--- src/rtl/ex_alu_stage.sv ---
`default_nettype none
// ============================================================================
// Module   : ex_alu_stage
// Brief    : MIPS execute-stage ALU with registered EX/MEM result. Optional
//            iterative shift-add multiply enabled by macro ALU_MUL_EN.
// Revision : 1.0  initial release
// ============================================================================
module ex_alu_stage #(
    parameter int WIDTH     = 32,
    parameter int MUL_STEPS = 32
) (
    input  logic             clk,
    input  logic             rst,
    input  logic             in_valid,
    input  logic [3:0]       alu_ctrl,
    input  logic [WIDTH-1:0] op_a,
    input  logic [WIDTH-1:0] op_b,
    input  logic             flush,
    output logic             busy,
    output logic             out_valid,
    output logic [WIDTH-1:0] result,
    output logic             zero,
    output logic             illegal
);

    localparam logic [3:0] c_add = 4'b0000;
    localparam logic [3:0] c_sub = 4'b0001;
    localparam logic [3:0] c_slt = 4'b1000;
    localparam logic [3:0] c_and = 4'b0010;
    localparam logic [3:0] c_or  = 4'b0011;

    if (MUL_STEPS != WIDTH) begin : g_param_check
        $error("ex_alu_stage: MUL_STEPS must equal WIDTH");
    end

    logic [WIDTH-1:0] r_result;
    logic             r_zero;
    logic             r_illegal;
    logic             r_out_valid;
    logic [WIDTH-1:0] w_res;
    logic             w_illegal;

    // Single-cycle datapath; unknown or unsupported codes fall to default.
    always_comb begin
        w_res     = '0;
        w_illegal = 1'b0;
        case (alu_ctrl)
            c_add:   w_res = op_a + op_b;
            c_sub:   w_res = op_a - op_b;
            c_slt:   w_res = {{(WIDTH-1){1'b0}}, ($signed(op_a) < $signed(op_b))};
            c_and:   w_res = op_a & op_b;
            c_or:    w_res = op_a | op_b;
            default: begin
                w_res     = '0;
                w_illegal = 1'b1;
            end
        endcase
    end

`ifdef ALU_MUL_EN
    localparam logic [3:0] c_mul  = 4'b0110;
    localparam int         c_cw   = (MUL_STEPS > 1) ? $clog2(MUL_STEPS) : 1;
    localparam logic [c_cw-1:0] c_last = c_cw'(MUL_STEPS - 1);

    typedef enum logic [0:0] {
        S_IDLE = 1'b0,
        S_MUL  = 1'b1
    } state_t;

    state_t            r_state;
    logic [c_cw-1:0]   r_cnt;
    logic [WIDTH-1:0]  r_mcand;
    logic [WIDTH-1:0]  r_mplier;
    logic [WIDTH-1:0]  r_acc;
    logic [WIDTH-1:0]  w_acc_next;

    assign w_acc_next = r_acc + (r_mplier[0] ? r_mcand : '0);
    assign busy       = (r_state == S_MUL);

    always_ff @(posedge clk) begin
        if (rst) begin
            r_state     <= S_IDLE;
            r_cnt       <= '0;
            r_mcand     <= '0;
            r_mplier    <= '0;
            r_acc       <= '0;
            r_out_valid <= 1'b0;
            r_result    <= '0;
            r_zero      <= 1'b1;
            r_illegal   <= 1'b0;
        end else if (flush) begin
            // Abort without touching the last architectural result.
            r_state     <= S_IDLE;
            r_cnt       <= '0;
            r_out_valid <= 1'b0;
        end else begin
            case (r_state)
                S_IDLE: begin
                    r_out_valid <= 1'b0;
                    if (in_valid) begin
                        if (alu_ctrl == c_mul) begin
                            r_mcand  <= op_a;
                            r_mplier <= op_b;
                            r_acc    <= '0;
                            r_cnt    <= '0;
                            r_state  <= S_MUL;
                        end else begin
                            r_result    <= w_res;
                            r_zero      <= (w_res == '0);
                            r_illegal   <= w_illegal;
                            r_out_valid <= 1'b1;
                        end
                    end
                end
                S_MUL: begin
                    r_acc    <= w_acc_next;
                    r_mcand  <= r_mcand << 1;
                    r_mplier <= r_mplier >> 1;
                    r_cnt    <= r_cnt + c_cw'(1);
                    if (r_cnt == c_last) begin
                        r_result    <= w_acc_next;
                        r_zero      <= (w_acc_next == '0);
                        r_illegal   <= 1'b0;
                        r_out_valid <= 1'b1;
                        r_state     <= S_IDLE;
                    end
                end
            endcase
        end
    end
`else
    assign busy = 1'b0;

    always_ff @(posedge clk) begin
        if (rst) begin
            r_out_valid <= 1'b0;
            r_result    <= '0;
            r_zero      <= 1'b1;
            r_illegal   <= 1'b0;
        end else if (flush) begin
            r_out_valid <= 1'b0;
        end else begin
            r_out_valid <= in_valid;
            if (in_valid) begin
                r_result  <= w_res;
                r_zero    <= (w_res == '0);
                r_illegal <= w_illegal;
            end
        end
    end
`endif

    assign out_valid = r_out_valid;
    assign result    = r_result;
    assign zero      = r_zero;
    assign illegal   = r_illegal;

endmodule
`default_nettype wire

--- config.mk ---
export PLATFORM = sky130hd
export DESIGN_NAME = ex_alu_stage
export DESIGN_NICKNAME = d
export VERILOG_FILES = /design/src/rtl/ex_alu_stage.sv
export SDC_FILE = /design/constraint.sdc
export NUM_CORES = 1
export LEC_CHECK = 0
export ABC_AREA = 1
export CAP_MARGIN = 30
export CORE_UTILIZATION = 35
export DETAILED_ROUTE_END_ITERATION = 8
export GPL_TIMING_DRIVEN = 1
export REMOVE_ABC_BUFFERS = 1
export SLEW_MARGIN = 20
export SYNTH_ARGS = -nofsm -noshare
export SYNTH_HDL_FRONTEND = slang
export SYNTH_SLANG_ARGS = --single-unit
--- constraint.sdc ---
create_clock -name clk -period 2.8 [get_ports clk]
set_input_delay 0.56 -clock clk [delete_from_list [all_inputs] [get_ports clk]]
set_output_delay 0.56 -clock clk [all_outputs]
set_load 0.1 [all_outputs]
---- After elaboration in Yosys (flattened, before gate mapping) ----
Cells that the tools add are included.
cells by class
  add/sub/neg operators ................... 2
  magnitude comparators ................... 1
  equal/unequal tests ..................... 4
  multiplexer cells ....................... 2
  bitwise gates (word level) .............. 3
  reduce and logical (&&, ||, !) cells .... 5
operators with widths
  kind                                                                   number
  32-bit one-hot mux with 5 select lines                                 1
  32-bit adder                                                           1
  32-bit bitwise AND                                                     1
  32-bit logical NOT                                                     1
  32-bit < comparator                                                    1
  32-bit OR                                                              1
  32-bit subtractor                                                      1
  4-bit by 2-bit equality test with 1-bit output, second input constant  2
  5-bit OR reduction                                                     1
  4-bit by 1-bit equality test with 1-bit output, second input constant  1
  4-bit equality test, second input constant                             1
  4-bit logical NOT                                                      1
  2-bit AND reduction                                                    1
  2-bit OR reduction                                                     1
  1-bit two-way mux                                                      1
  1-bit inverter                                                         1
word-level totals
  register bits after elaboration ......... 35
  input bits .............................. 72
  output and inout port bits .............. 36
  logic and storage cells ................. 21

---- Logic depth before layout (Yosys ltp) ----
Gate-level depths: netlist of the first run.
  word-level depth ........................ 3
  mapped depth ............................ 22
  mapped depth without buffers ............ 21

---- Worst setup path before layout of the first run ----
OpenSTA, ideal clock, no wires.
  kind .................................... input-to-reg
  from .................................... input port op_a[0]
  to ...................................... register r_zero, in the netlist zero
  library setup time ...................... 0.061 ns
  arrival ................................. 2.326 ns
  data required time ...................... 2.739 ns
  path slack .............................. 0.413 ns
  stages .................................. 20
  path buffers ............................ 0
  path through ............................ inv_1 ha_1 fa_1 inv_1 nand2_1 nand3_1 nand2_1 nand2_1 nand2_1 nand2_1 nand2_1 nand2_1 nand2_1 nand3_1 nand2_1 nor2_1 nand2_1 nor2_1 nand3_1 nand2_1
on the way
  cells in the longest elaborated chain, start to end .. 3
  elaborated cells on any way between the ends .. 7
RTL lines
  what                                             line  text
  start: declaration                               16    input logic [WIDTH-1:0] op_a,
  32-bit subtractor, or another cell as far along  49    c_sub: w_res = op_a - op_b;
  32-bit one-hot mux with 5 select lines *         47    case (alu_ctrl)
  32-bit logical NOT *                             146   r_zero <= (w_res == '0);
  end signal: assignment                           146
  end: declaration                                 37    logic r_zero;
Every way passes the cells marked *; elsewhere a longest branch is shown, timed or not.
A chain may end at the register's enable or synchronous reset.

---- Worst setup path after layout of the first run ----
  from .................................... input port op_a[23]
  to ...................................... register r_zero, in the netlist zero
Same word-level chain as after synthesis.

==> results of run 1 <==
==> where the power goes <==
part	switching [mW]	total [mW]	internal, mW
clock network	0.195	0.573	0.378
logic	1.51	2.57	1.06
registers	0.0136	0.539	0.525
total	1.72	3.68	1.96
==> metal layers <==
metal	vias up	wire, um
met2	354	15460
met1	4913	15780
met3	36	2009
li1	5483	-
met4	0	622
met5	-	0
==> final timing paths <==
path                                  from          to  slack [ns]  cells past startpoint
worst max register to register  result[16]  result[16]        2.11                      4
worst min-delay path             result[6]   result[6]        0.47                      2
worst min register to register   result[6]   result[6]        0.47                      2
worst max-delay path              op_a[23]        zero        0.07                     18
==> critical path, stage by stage <==
cell and delay [ns]:
clkdlybuf4s50_1 0.48, inv_1 0.08, ha_4 0.23, buf_6 0.13, buf_4 0.13, a21oi_4 0.18, nor2_2 0.06, o21ai_0 0.17
nand3_1 0.12, nor2_1 0.18, nand3_1 0.09, nand2_1 0.08, nor2_2 0.06, nor2_4 0.10, nand2_1 0.06, nor2_1 0.09
nand3_1 0.07, nand2_1 0.06
==> cell families (layout without fill, tap and decap cells) <==
logic type      count (synthesis)  count (layout)  share of synthesized area
fa+ha+maj                     104             104                     0.1613
simple gates                  857             857                     0.4555
compound gates                148             148                     0.1018
buf+inv                       391             786                     0.1929
xor+xnor                        2               2                   0.002147
other cells                     1               1                  0.0004596
flops                          35              35                    0.08588
==> state kept, by name, summed over array words and instances, names as in the netlist <==
signal / flops
result: 32
illegal: 1
out_valid: 1
zero: 1
==> stage by stage <==
step                      hold WS [ns]  worst slack [ns]  power, mW
after floorplan                 0.6558          -0.06700      1.681
after global placement          0.4603           -0.4724      2.626
after detailed placement        0.4642           -0.4856      2.638
after CTS                       0.4739          -0.01012      3.307
after global routing            0.4824          -0.02292      3.915
final                           0.4708           0.06702      3.678
==> synthesized netlist by cell type (8+ instances only) <==
| cell | number |
|---|---|
| nand2_2 | 15 |
| clkbuf_1 | 8 |
| nand3_1 | 160 |
| dfxtp_1 | 35 |
| inv_2 | 8 |
| o21ai_0 | 47 |
| buf_4 | 13 |
| nor2_2 | 22 |
| buf_2 | 19 |
| nand2_1 | 451 |
| nand4_1 | 17 |
| ha_1 | 102 |
| inv_1 | 333 |
| o22ai_1 | 23 |
| a21oi_1 | 53 |
| nor2_1 | 161 |
| o21bai_1 | 9 |
==> final cells by class <==
type / instances / area (sq um)
Multi-Input combinational cell: 1112 / 7321
Inverter: 345 / 1295
Sequential cell: 35 / 700.7
Tap cell: 313 / 391.6
Clock buffer: 8 / 156.4
Timing Repair Buffer: 433 / 3652
Fill cell: 2259 / 9261
==> repair_timing <==
action | CTS | global route
cloned | 0 | 0
setup buffers | 1 | 26
pin swaps | 8 | 121
endpoints found under the setup margin | 19 | 22
gates resized for setup | 92 | 383
==> summary.txt, run 1 <==
Floorplanning
  – Io pins: 108
  – Die Outline Area: 23,930 sq um
  – Die W: 154.7 um
  – Core area: 22,780 sq um
  – Initial Utilization: 0.3582
  – Die Y: 154.7 um
  – Core Rows: 55

Finish
  – Share of layout cells above drive strength 1: 0.3937
  – Most frequent cells in the layout: nand2_1, buf_4, inv_1
  – Fin cells: 2,246
  – Area Overhead vs Synth: 65.66%
  – Diodes inserted: 0
  – Most common cell after layout, fill and taps aside: nand2_1
  – # nets final: 2,108
  – Post-route cell area: 13,520 sq um
  – Fin util: 0.5934

Clock tree
  – Post-CTS Hold Buffers: 0
  – H-tree depth: 2
  – CTS Buffer Depth: 2
  – Root buffer cell: clkbuf_16
  – CTS tree: done
  – Num CTS Buffers: 5
  – Clk sinks: 35
  – Worst-skew pair later-pin latency: 0.28 ns
  – Clock transition at path regs: 0.05 ns

Synth
  – Avg Cell Area, Syn: 5.305 sq um
  – Cells after synthesis: 1,538
  – Prevailing post-synth register cell: dfxtp_1
  – #FFs+latches synth: 35
  – Fraction of registers with async set/reset: 0
  – Register area share after synthesis: 0.08588
  – Cell area after synthesis: 8159 sq um
  – Post-synth top area share: 0.2075
  – Cell taking the most area after synthesis: nand2_1
  – Synth area leaders: nand2_1, ha_1, inv_1
  – Library cells used by synthesis: 44
  – Warnings from Yosys: 0
  – Post-synth EDFFs: 0

Detailed routing
  – DRT iter0 DRCs: 772
  – Via count: 10.79k
  – Vias per inst: 4.802
  – Drt drc: 0
  – Avg WL per Cell: 15.08 um
  – DR pass1 iterations: 5
  – Routed Antenna Nets: 0
  – Routed wire length: 33,880 um

GRT
  – Largest net degree at the start of global routing: 27
  – Number of global-route vias before repair: 9,883
  – Global Route met1 Usage: 0.3869
  – Initial antenna violation count: 0
  – GRT Resource Usage Total: 0.2723
  – GRT busiest layer: met2
  – Global-route wire length before repair: 50,840 um
  – GRT met2 Usage: 0.4516
  – Grt total ovfl: 0
  – M3 GR Usage: 0.01457

STA
  – Slew @ Worst Pin: 0.5764 ns
  – Post-Route Skew: 0 ns
  – Max-slew headroom: 0.6153
  – Max Clock Freq: 0.3659 GHz
  – Finish-stage setup viols: 0
  – Fin crit share: 0.9761
  – Final Max Slew Viols: 0
  – Tmin final: 2.733 ns
  – Setup TNS: 0 ns
  – Fin. Hold Viols: 0

Placement
  – Buffers on Ports: 106
  – HPWL after detailed placement: 28,250 um
  – Area after DPL: 11,540 sq um
  – Placed cells: 2,211
  – GP Congestion: 1.006

Worst setup path
  – Critical path class: input pin to flop
  – Critical path launch point type: input pin
  – Crit end category: flop
  – Max FO, Critical Path: 4
  – Worst EP required: 3.02 ns
  – Arr. time, crit path: 2.96 ns

Worst hold path
  – Hold Path Class: flop to flop

Flow run
  – Max-cap violations: 0

Status
  – Outcome: completed

Pwr
  – Static Leakage: 7.682 nW
  – PD cells: 272.1 nW/um^2
  – Peak VDD IR: 0.2699 mV
Power figures use the tool's default switching activity.
==> run 2: changes to the inputs <==
==> constraint.sdc (replaced) <==
create_clock -name clk -period 2.8 [get_ports clk]
set_input_delay 0.56 -clock clk [delete_from_list [all_inputs] [get_ports clk]]
set_output_delay 0.56 -clock clk [all_outputs]
set_load 0.02 [all_outputs]
==> summary.txt, run 2 (synthesized netlist as in run 1, its figures left out) <==
STA
  – Post-Route Skew: 0 ns
  – Max-slew headroom: 0.5814
  – Fin. Hold Viols: 0
  – Final Max Slew Viols: 0
  – Finish-stage setup viols: 0
  – Max Clock Freq: 0.3620 GHz
  – RSZ-0062 raised after global routing: yes
  – Fin crit share: 0.9866
  – Tmin final: 2.762 ns
  – Final WS setup: 0.03763 ns
  – Slew @ Worst Pin: 0.6273 ns

Floorplanning
  – Die W: 154.7 um
  – Die Outline Area: 23,930 sq um
  – Core area: 22,780 sq um
  – Core Rows: 55
  – Io pins: 108
  – Die Y: 154.7 um
  – Initial Utilization: 0.3582

Worst setup path
  – Arr. time, crit path: 2.99 ns
  – Critical path class: input pin to flop
  – Crit end category: flop
  – Reg2Reg Setup Slack: 2.12 ns
  – Max FO, Critical Path: 5
  – Critical path launch point type: input pin
  – Worst EP required: 3.02 ns

Finish
  – # nets final: 2,097
  – Max FFs per register: 32
  – Share of layout cells above drive strength 1: 0.3772
  – Diodes inserted: 0
  – Fin util: 0.5951
  – Area Overhead vs Synth: 66.12%
  – Most common cell after layout, fill and taps aside: nand2_1
  – Most frequent cells in the layout: nand2_1, buf_4, inv_1

GRT
  – Global-route wire length before repair: 50,220 um
  – Number of global-route vias before repair: 9,813
  – Grt total ovfl: 0
  – GRT Resource Usage Total: 0.2697
  – Initial antenna violation count: 1
  – Largest net degree at the start of global routing: 31

Detailed routing
  – Routed Antenna Nets: 0
  – Vias per inst: 4.804
  – DR pass1 iterations: 5
  – DRT iter0 DRCs: 671
  – Via count: 10.74k
  – Avg WL per Cell: 14.94 um
  – Routed wire length: 33,380 um
  – Drt drc: 0

Flow run
  – Max-cap violations: 0

Pwr
  – PD cells: 255.3 nW/um^2
  – Peak VDD IR: 0.3724 mV
  – Internal Power: 1.917 mW
  – Comb pwr share: 0.694
  – Flop pwr share: 0.156
  – Static Leakage: 7.547 nW
  – Net Sw Frac: 0.4460
  – Clock network power share: 0.150
  – P_sw: 1.544 mW

Clock tree
  – Clk sinks: 35
  – Root buffer cell: clkbuf_16
  – Num CTS Buffers: 5
  – Post-CTS Hold Buffers: 0
  – CTS tree: done
  – CTS Buffer Depth: 2
  – H-tree depth: 2
  – Clock transition at path regs: 0.05 ns
  – Worst-skew pair later-pin latency: 0.28 ns

Placement
  – GP Congestion: 0.9740
  – Buffers on Ports: 106
  – Pre-CTS setup slack: -0.4513 ns
  – HPWL after detailed placement: 27,880 um

Status
  – Outcome: completed

Worst hold path
  – Hold Path Class: flop to flop
==> run 2: cell count changes in the layout (fill, tap and decap cells not counted), sizes merged <==
| cell | change |
|---|---|
| buf | -46 |
| clkbuf | -1 |
| clkdlybuf4s50 | +36 |
| clkinv | +2 |
| dlygate4sd2 | -2 |
| dlymetal6s2s | +1 |
| inv | -1 |
==> run 2: power groups by stage <==
stage	logic, mW	registers (mW)	clock network (mW)
floorplan	0.940	0.580	0
global placement	1.91	0.549	0
detailed placement	1.92	0.550	0
CTS	2.04	0.540	0.532
global route	2.60	0.542	0.550
finish	2.40	0.539	0.520
==> run 2: layout make-up <==
type,count,area (sq um)
well taps,313,391.6
clock inverters,1,5.005
multi-input cells,1112,7393
repair buffers,422,3633
flip-flops and latches,35,700.7
fillers,2256,9224
inverters,345,1297
clock buffers,7,132.6
==> run 2: timing repair <==
| item | in CTS | in global routing |
|---|---|---|
| setup endpoints to repair | 20 | 22 |
| gates cloned | 0 | 0 |
| setup buffers | 6 | 21 |
| resized for setup | 101 | 387 |
| pin swaps | 13 | 119 |
==> run 2: worst paths after layout <==
check | from | end | depth (start not counted)
worst max-delay path | op_a[4] | zero | 18
worst min-delay path | result[5] | result[5] | 2
worst max register to register | result[13] | result[13] | 4
worst min register to register | result[5] | result[5] | 2
==> run 2: layer usage <==
layer,routed length [um],global-route usage
met1,15440,0.3733
met2,15350,0.4510
met3,2045,0.02802
met4,549,0.05375
met5,0,0
==> run 2: worst max-delay path: stages <==
cell,delay (ns)
clkdlybuf4s50_1,0.48
inv_1,0.07
ha_4,0.32
nand2_2,0.10
nor2_4,0.10
nand3_2,0.08
nand2_2,0.11
buf_4,0.15
nand2_1,0.05
nand3_1,0.07
nand3_2,0.15
nor2_2,0.11
nand3_1,0.11
nor2_1,0.17
nand3_2,0.12
nor2_2,0.11
nand3_1,0.06
nand2_1,0.05
==> run 2: metrics by stage <==
step / instance area [sq um] / hold slack [ns] / cells / TNS, ns / power, mW
2_1_floorplan: 7880 / 0.5487 / 1492 / -0.4260 / 1.520
3_3_place_gp: 11530 / 0.4593 / 2200 / -7.787 / 2.456
3_5_place_dp: 11530 / 0.4608 / 2200 / -8.439 / 2.472
4_1_cts: 12190 / 0.4698 / 2214 / 0 / 3.112
5_1_grt: 13550 / 0.4799 / 2235 / -0.09248 / 3.692
6_report: 13550 / 0.4649 / 2235 / 0 / 3.461
